### src/rtl/apb_master_bridge.sv
// Bridges a single-request data bus to an APB peripheral bus: address decode to NUM_SLV slaves,
// SETUP/ACCESS sequencing with wait states, slave-error and timeout reporting.
module apb_master_bridge #(
  parameter int unsigned NUM_SLV   = 4,
  parameter logic [31:0] BASE_ADDR = 32'h1000_0000,
  parameter int unsigned SLV_AW    = 12,
  parameter int unsigned TIMEOUT   = 16
) (
  input  logic                  clk,
  input  logic                  reset,
  input  logic                  transfer,
  input  logic                  write,
  input  logic [31:0]           addr,
  input  logic [31:0]           wdata,
  output logic [31:0]           rdata,
  output logic                  ready,
  output logic                  slverr,
  output logic [31:0]           PADDR,
  output logic                  PWRITE,
  output logic [31:0]           PWDATA,
  output logic                  PENABLE,
  output logic [NUM_SLV-1:0]    PSEL,
  input  logic [NUM_SLV*32-1:0] PRDATA,
  input  logic [NUM_SLV-1:0]    PREADY,
  input  logic [NUM_SLV-1:0]    PSLVERR
);

  localparam int unsigned IDX_W  = $clog2(NUM_SLV);
  localparam int unsigned HI_LSB = SLV_AW + IDX_W;
  localparam int unsigned CNT_W  = $clog2(TIMEOUT);

  localparam logic [1:0] S_IDLE   = 2'd0;
  localparam logic [1:0] S_SETUP  = 2'd1;
  localparam logic [1:0] S_ACCESS = 2'd2;

  logic [1:0]         state_q,   state_d;
  logic [31:0]        paddr_q,   paddr_d;
  logic               pwrite_q,  pwrite_d;
  logic [31:0]        pwdata_q,  pwdata_d;
  logic               penable_q, penable_d;
  logic [NUM_SLV-1:0] psel_q,    psel_d;
  logic [IDX_W-1:0]   idx_q,     idx_d;
  logic [CNT_W-1:0]   cnt_q,     cnt_d;
  logic               ready_q,   ready_d;
  logic               slverr_q,  slverr_d;
  logic [31:0]        rdata_q,   rdata_d;

  logic               hit_c;
  logic [IDX_W-1:0]   req_idx_c;
  logic [31:0]        sel_rdata_c;
  logic               sel_ready_c;
  logic               sel_err_c;

  // Window decode on the bits above the per-slave index field
  assign hit_c       = (addr >> HI_LSB) == (BASE_ADDR >> HI_LSB);
  assign req_idx_c   = addr[SLV_AW +: IDX_W];
  assign sel_rdata_c = PRDATA[{idx_q, 5'b0} +: 32];
  assign sel_ready_c = PREADY[idx_q];
  assign sel_err_c   = PSLVERR[idx_q];

  // State register
  always_ff @(posedge clk or negedge reset) begin
    if (!reset) begin
      state_q   <= S_IDLE;
      paddr_q   <= '0;
      pwrite_q  <= 1'b0;
      pwdata_q  <= '0;
      penable_q <= 1'b0;
      psel_q    <= '0;
      idx_q     <= '0;
      cnt_q     <= '0;
      ready_q   <= 1'b0;
      slverr_q  <= 1'b0;
      rdata_q   <= '0;
    end else begin
      state_q   <= state_d;
      paddr_q   <= paddr_d;
      pwrite_q  <= pwrite_d;
      pwdata_q  <= pwdata_d;
      penable_q <= penable_d;
      psel_q    <= psel_d;
      idx_q     <= idx_d;
      cnt_q     <= cnt_d;
      ready_q   <= ready_d;
      slverr_q  <= slverr_d;
      rdata_q   <= rdata_d;
    end
  end

  // Next-state and registered-output logic; ready/slverr default low so they pulse
  always_comb begin
    state_d   = state_q;
    paddr_d   = paddr_q;
    pwrite_d  = pwrite_q;
    pwdata_d  = pwdata_q;
    penable_d = penable_q;
    psel_d    = psel_q;
    idx_d     = idx_q;
    cnt_d     = cnt_q;
    ready_d   = 1'b0;
    slverr_d  = 1'b0;
    rdata_d   = rdata_q;

    case (state_q)
      S_IDLE: begin
        if (transfer && !ready_q) begin
          if (hit_c) begin
            paddr_d  = addr;
            pwrite_d = write;
            pwdata_d = wdata;
            idx_d    = req_idx_c;
            psel_d   = NUM_SLV'(1) << req_idx_c;
            state_d  = S_SETUP;
          end else begin
            ready_d  = 1'b1;
            slverr_d = 1'b1;
            rdata_d  = '0;
          end
        end
      end
      S_SETUP: begin
        penable_d = 1'b1;
        cnt_d     = '0;
        state_d   = S_ACCESS;
      end
      S_ACCESS: begin
        if (sel_ready_c) begin
          ready_d   = 1'b1;
          slverr_d  = sel_err_c;
          rdata_d   = (!pwrite_q && !sel_err_c) ? sel_rdata_c : 32'h0;
          psel_d    = '0;
          penable_d = 1'b0;
          state_d   = S_IDLE;
        end else if (cnt_q == CNT_W'(TIMEOUT - 1)) begin
          ready_d   = 1'b1;
          slverr_d  = 1'b1;
          rdata_d   = '0;
          psel_d    = '0;
          penable_d = 1'b0;
          state_d   = S_IDLE;
        end else begin
          cnt_d = cnt_q + CNT_W'(1);
        end
      end
      default: begin
        psel_d    = '0;
        penable_d = 1'b0;
        state_d   = S_IDLE;
      end
    endcase
  end

  assign rdata   = rdata_q;
  assign ready   = ready_q;
  assign slverr  = slverr_q;
  assign PADDR   = paddr_q;
  assign PWRITE  = pwrite_q;
  assign PWDATA  = pwdata_q;
  assign PENABLE = penable_q;
  assign PSEL    = psel_q;

endmodule
### config.mk
export PLATFORM = sky130hd
export DESIGN_NAME = apb_master_bridge
export DESIGN_NICKNAME = d
export VERILOG_FILES = /design/src/rtl/apb_master_bridge.sv
export SDC_FILE = /design/constraint.sdc
export NUM_CORES = 1
export LEC_CHECK = 0
export BUFFER_PORTS_ARGS = -buffer_cell sky130_fd_sc_hd__buf_4
export CORE_MARGIN = 3
export CORE_UTILIZATION = 35
export CTS_BUF_LIST = sky130_fd_sc_hd__clkbuf_4 sky130_fd_sc_hd__clkbuf_8
export CTS_CLUSTER_SIZE = 12
export DETAILED_ROUTE_END_ITERATION = 16
export GPL_TIMING_DRIVEN = 0
export MAX_ROUTING_LAYER = met4
export PLACE_DENSITY = 0.75
export SYNTH_ARGS = -nofsm -noshare
export SYNTH_HDL_FRONTEND = slang
export SYNTH_SLANG_ARGS = --single-unit
### constraint.sdc
create_clock -name clk -period 2.1 [get_ports clk]
set_clock_uncertainty 0.15 [all_clocks]
set_input_delay 0.105 -clock clk [delete_from_list [all_inputs] [get_ports clk]]
set_output_delay 0.105 -clock clk [all_outputs]
set_load 0.02 [all_outputs]
==> tab_implementation.tex <==
\begin{tabular}{lr}
\hline
Metric & Value \\
\hline
\multicolumn{2}{l}{\textbf{Global routing}} \\
\quad Antenna violations before repair & 0 \\
\quad Largest net degree at the start of global routing & 111 \\
\quad Global-route usage over all layers & 24.3\% \\
\quad Vias in the first global route & 5317 \\
\quad Total gr overflow & 0 \\
\quad First-pass GRT wire length & 29300 um \\
\multicolumn{2}{l}{\textbf{Finish}} \\
\quad Ant diodes & 0 \\
\quad Share of layout cells above drive strength 1 & 62.3\% \\
\quad Syn-to-layout area delta & 81.3\% \\
\quad Net count of the finished layout & 942 \\
\quad Number of filler cells placed in the layout & 1000 \\
\multicolumn{2}{l}{\textbf{Synth}} \\
\quad Summed instance area of the synthesized netlist & 5040 um\^{}2 \\
\quad Count leader, synth & sky130\_fd\_sc\_hd\_\_dfrtp\_1 \\
\quad Post-synthesis cell count & 325 \\
\quad Cell type with the highest aggregate area in the netlist & sky130\_fd\_sc\_hd\_\_dfrtp\_1 \\
\quad Top-area cell type share of the netlist area & 54.6\% \\
\quad Flip-flop and latch count after synthesis & 110 \\
\quad Average cell area after synthesis & 15.5 um\^{}2 \\
\quad Share of async-settable or async-resettable flops after synthesis & 100\% \\
\quad Number of different library cells in the post-synthesis netlist & 37 \\
\quad List of most frequent post-synthesis cells & sky130\_fd\_sc\_hd\_\_dfrtp\_1 (110), sky130\_fd\_sc\_hd\_\_mux2\_2 (48), sky130\_fd\_sc\_hd\_\_mux4\_2 (34), sky130\_fd\_sc\_hd\_\_a32o\_1 (32), sky130\_fd\_sc\_hd\_\_nor2b\_1 (12) \\
\quad Area contributors post-synth & sky130\_fd\_sc\_hd\_\_dfrtp\_1 (55\%), sky130\_fd\_sc\_hd\_\_mux4\_2 (15\%), sky130\_fd\_sc\_hd\_\_mux2\_2 (11\%) \\
\quad Portion of the post-synthesis area used by sequential elements & 54.6\% \\
\quad Count of yosys warnings during synthesis & 0 \\
\quad Nets in the synthesized netlist & 530 \\
\quad EDFF count, synth & 0 \\
\quad Main synth FF type & sky130\_fd\_sc\_hd\_\_dfrtp\_1 \\
\multicolumn{2}{l}{\textbf{Timing}} \\
\quad Share of the clock period used by the worst path after layout & 101\% \\
\quad Final-report setup violation count & 7 \\
\quad Final critical delay including setup and external delays & 2110 ps \\
\quad Min setup slack post-route & -14.2 ps \\
\quad Relative max-transition margin & 56.3\% \\
\quad RSZ-0062 raised after global routing & yes \\
\quad Final max-slew violation count & 0 \\
\quad Worst slew pin tran & 650 ps \\
\quad Count of endpoints failing hold in the final timing report & 0 \\
\quad Total negative setup slack & -52.3 ps \\
\quad Highest clock rate & 473 MHz \\
\multicolumn{2}{l}{\textbf{Power and ir drop}} \\
\quad Max IR drop VDD & 0.000381 V \\
\quad LEAKAGE & 4.56 nW \\
\quad Total Power Consumption & 0.00435 W \\
\quad Pwr dens & 476 nW/um\^{}2 \\
\multicolumn{2}{l}{\textbf{Run}} \\
\quad Number of maximum-capacitance violations & 0 \\
\multicolumn{2}{l}{\textbf{Worst setup path}} \\
\quad Reg-to-reg endpoint & rdata[19] \\
\quad Data required, critical path & 2220 ps \\
\quad Number of cells traversed by the worst register-to-register path & 4 \\
\quad Arrival @ worst endpoint & 2230 ps \\
\quad Nature of the critical path endpoint & flop \\
\quad Cell-by-cell listing of the critical path & or4b\_4, o21bai\_2, clkbuf\_1, a32o\_1 \\
\quad Maximum net fanout on the critical path & 10 \\
\quad Startpoint-to-endpoint class of the critical path & reg -> reg \\
\quad Critical-path top delay cell & sky130\_fd\_sc\_hd\_\_or4b\_4 \\
\quad Critical Path Max Stage Delay & 510 ps \\
\quad R2r setup slk & -10 ps \\
\quad Worst flop-to-flop path startpoint & state\_q[1] \\
\quad Category of the worst setup path launch point & flop \\
\multicolumn{2}{l}{\textbf{Floorplanning}} \\
\quad Total core area & 14000 um\^{}2 \\
\quad Die area & 15900 um\^{}2 \\
\quad Die X & 126 um \\
\quad IO Pins & 308 \\
\quad Die outline height & 126 um \\
\quad Initial core utilization & 36.1\% \\
\quad Number of placement rows & 43 \\
\multicolumn{2}{l}{\textbf{Place}} \\
\quad Final weighted congestion in routability-driven placement & 0.871 \\
\quad IO Port Bufs & 307 \\
\quad Half-perimeter wire length after detailed placement & 12900 um \\
\multicolumn{2}{l}{\textbf{Detailed routing}} \\
\quad Per-cell routed wire length & 21.0 um \\
\quad Pre-antenna DRT Iters & 4 \\
\quad Number of vias in the routed layout & 4831 \\
\quad Iter 0 DRT Violations & 274 \\
\quad Via count normalized by instance count & 5.24 \\
\quad Post-route DRC & 0 \\
\quad Count of antenna-violating nets left after detailed routing & 0 \\
\quad Detailed Route WL & 19300 um \\
\multicolumn{2}{l}{\textbf{Clock network}} \\
\quad Maximum root-to-sink buffer count & 2 \\
\quad Post-CTS clock slew at the launch and capture registers of the worst setup and hold paths & 110 ps \\
\quad Maximum level of the CTS H-tree & 3 \\
\quad Later-pin clock latency in the skew report & 380 ps \\
\quad Total CTS buffers & 9 \\
\quad Number of clock sinks seen by CTS & 110 \\
\quad Root Buffer & sky130\_fd\_sc\_hd\_\_clkbuf\_8 \\
\quad Clock tree from TritonCTS & built \\
\multicolumn{2}{l}{\textbf{Status}} \\
\quad Violated checks & setup timing \\
\quad Status & finished with violations \\
\multicolumn{2}{l}{\textbf{Min path}} \\
\quad Min-Delay Endpoint & rdata[24] \\
\quad Hold path cells & 3 \\
\quad Kind of path behind the tightest hold check & in -> reg \\
\quad Worst min-delay path startpoint & PRDATA[24] \\
\hline
\end{tabular}
## metrics by stage
step,instances,area (um^2),utilization [%],worst slack [ps],hold WS [ps]
final,922,9150,65.4,-14.2,16.8
after global routing,922,9150,65.4,-106,4.51
after CTS,920,8990,64.2,-67.9,0.0227
after detailed placement,812,7580,54.2,-325,191
after global placement,812,7580,54.2,-287,188
after floorplan,325,5050,-,14.4,-341
## critical path: cells and delay by family (launching register included)
| family | cells | cell delay (ps) |
|---|---|---|
| DFF | 1 | 440 |
| and+or+nand+nor | 1 | 510 |
| AOI/OAI and AO/OA | 2 | 620 |
| buffers and inverters | 1 | 270 |
## what timing repair did
| item | 4_1_cts | 5_1_grt |
|---|---|---|
| cloned | 2 | 3 |
| endpoints found under the setup margin | 89 | 81 |
| setup buffers | 18 | 0 |
| hold endpoints to repair | 172 | 0 |
| gates resized for setup | 61 | 28 |
| hold buffers | 72 | 0 |
| pin swaps | 2 | 5 |
## layer usage
metal | global-route usage (%) | routed length, um | vias to the layer above
met4 | 10.6 | 663 | 0
met1 | 27.7 | 7200 | 2425
met3 | 5.60 | 1460 | 52
met2 | 41.2 | 10000 | 266
met5 | - | 0 | -
li1 | - | - | 2088
## power by group
group | total, W | internal (W) | switching, W
clock network | 0.00159 | 0.000860 | 0.000730
registers | 0.00214 | 0.00213 | 0.0000122
logic | 0.000618 | 0.000414 | 0.000204
total | 0.00435 | 0.00341 | 0.000946
## state kept, by name, summed over array words and instances (netlist names)
| name | cells |
|---|---|
| PADDR | 32 |
| PWDATA | 32 |
| rdata | 32 |
| PSEL | 4 |
| cnt_q | 4 |
| state_q | 2 |
| PENABLE | 1 |
| PWRITE | 1 |
| ready | 1 |
| slverr | 1 |
## cell type report
class	count	area, um^2	area share [%]
buffer	23	236	2.58
sequential	110	2760	30.1
inverter	3	11.3	0.123
timing repair buffer	402	3340	36.5
multi-input combinational	188	2320	25.4
clock inverter	5	104	1.14
clock buffer	11	151	1.65
tap	180	225	2.46
## cells in the final DEF, fill, tap and decap left out, drive strengths merged, types with 4 or more instances in the layout
cell type / synthesis / routed
buf: 15 / 341
dfrtp: 110 / 110
dlygate4sd3: 0 / 72
mux2: 48 / 48
mux4: 34 / 34
a32o: 32 / 32
clkbuf: 9 / 23
nor2b: 12 / 12
and2b: 9 / 9
nand2: 8 / 8
nor2: 5 / 5
nor4: 5 / 5
nand3: 5 / 5
o21ai: 4 / 4
inv: 3 / 4
## worst max path at each step
stage,startpoint,endpoint,slack [ps],depth (start not counted)
after floorplan,ready,PADDR[12],10,5
after global placement,addr[15],slverr,-290,6
after detailed placement,addr[23],slverr,-330,6
after CTS,ready,PADDR[4],-70,6
after global routing,PADDR[12],rdata[19],-110,7
final,state_q[1],rdata[19],-10,4
## logic make-up (layout without fill, tap and decap cells)
logic type | after synthesis | count (layout) | share of synthesized area [%]
and+or+nand+nor | 61 | 61 | 8.04
adders and majority gates | 1 | 1 | 0.248
AOI/OAI and AO/OA | 43 | 43 | 7.99
DFF | 110 | 110 | 54.6
buffers and inverters | 27 | 444 | 3.10
xor gates and xnor gates | 1 | 1 | 0.174
muxes | 82 | 82 | 25.9
(Power assumes the default switching activity.)
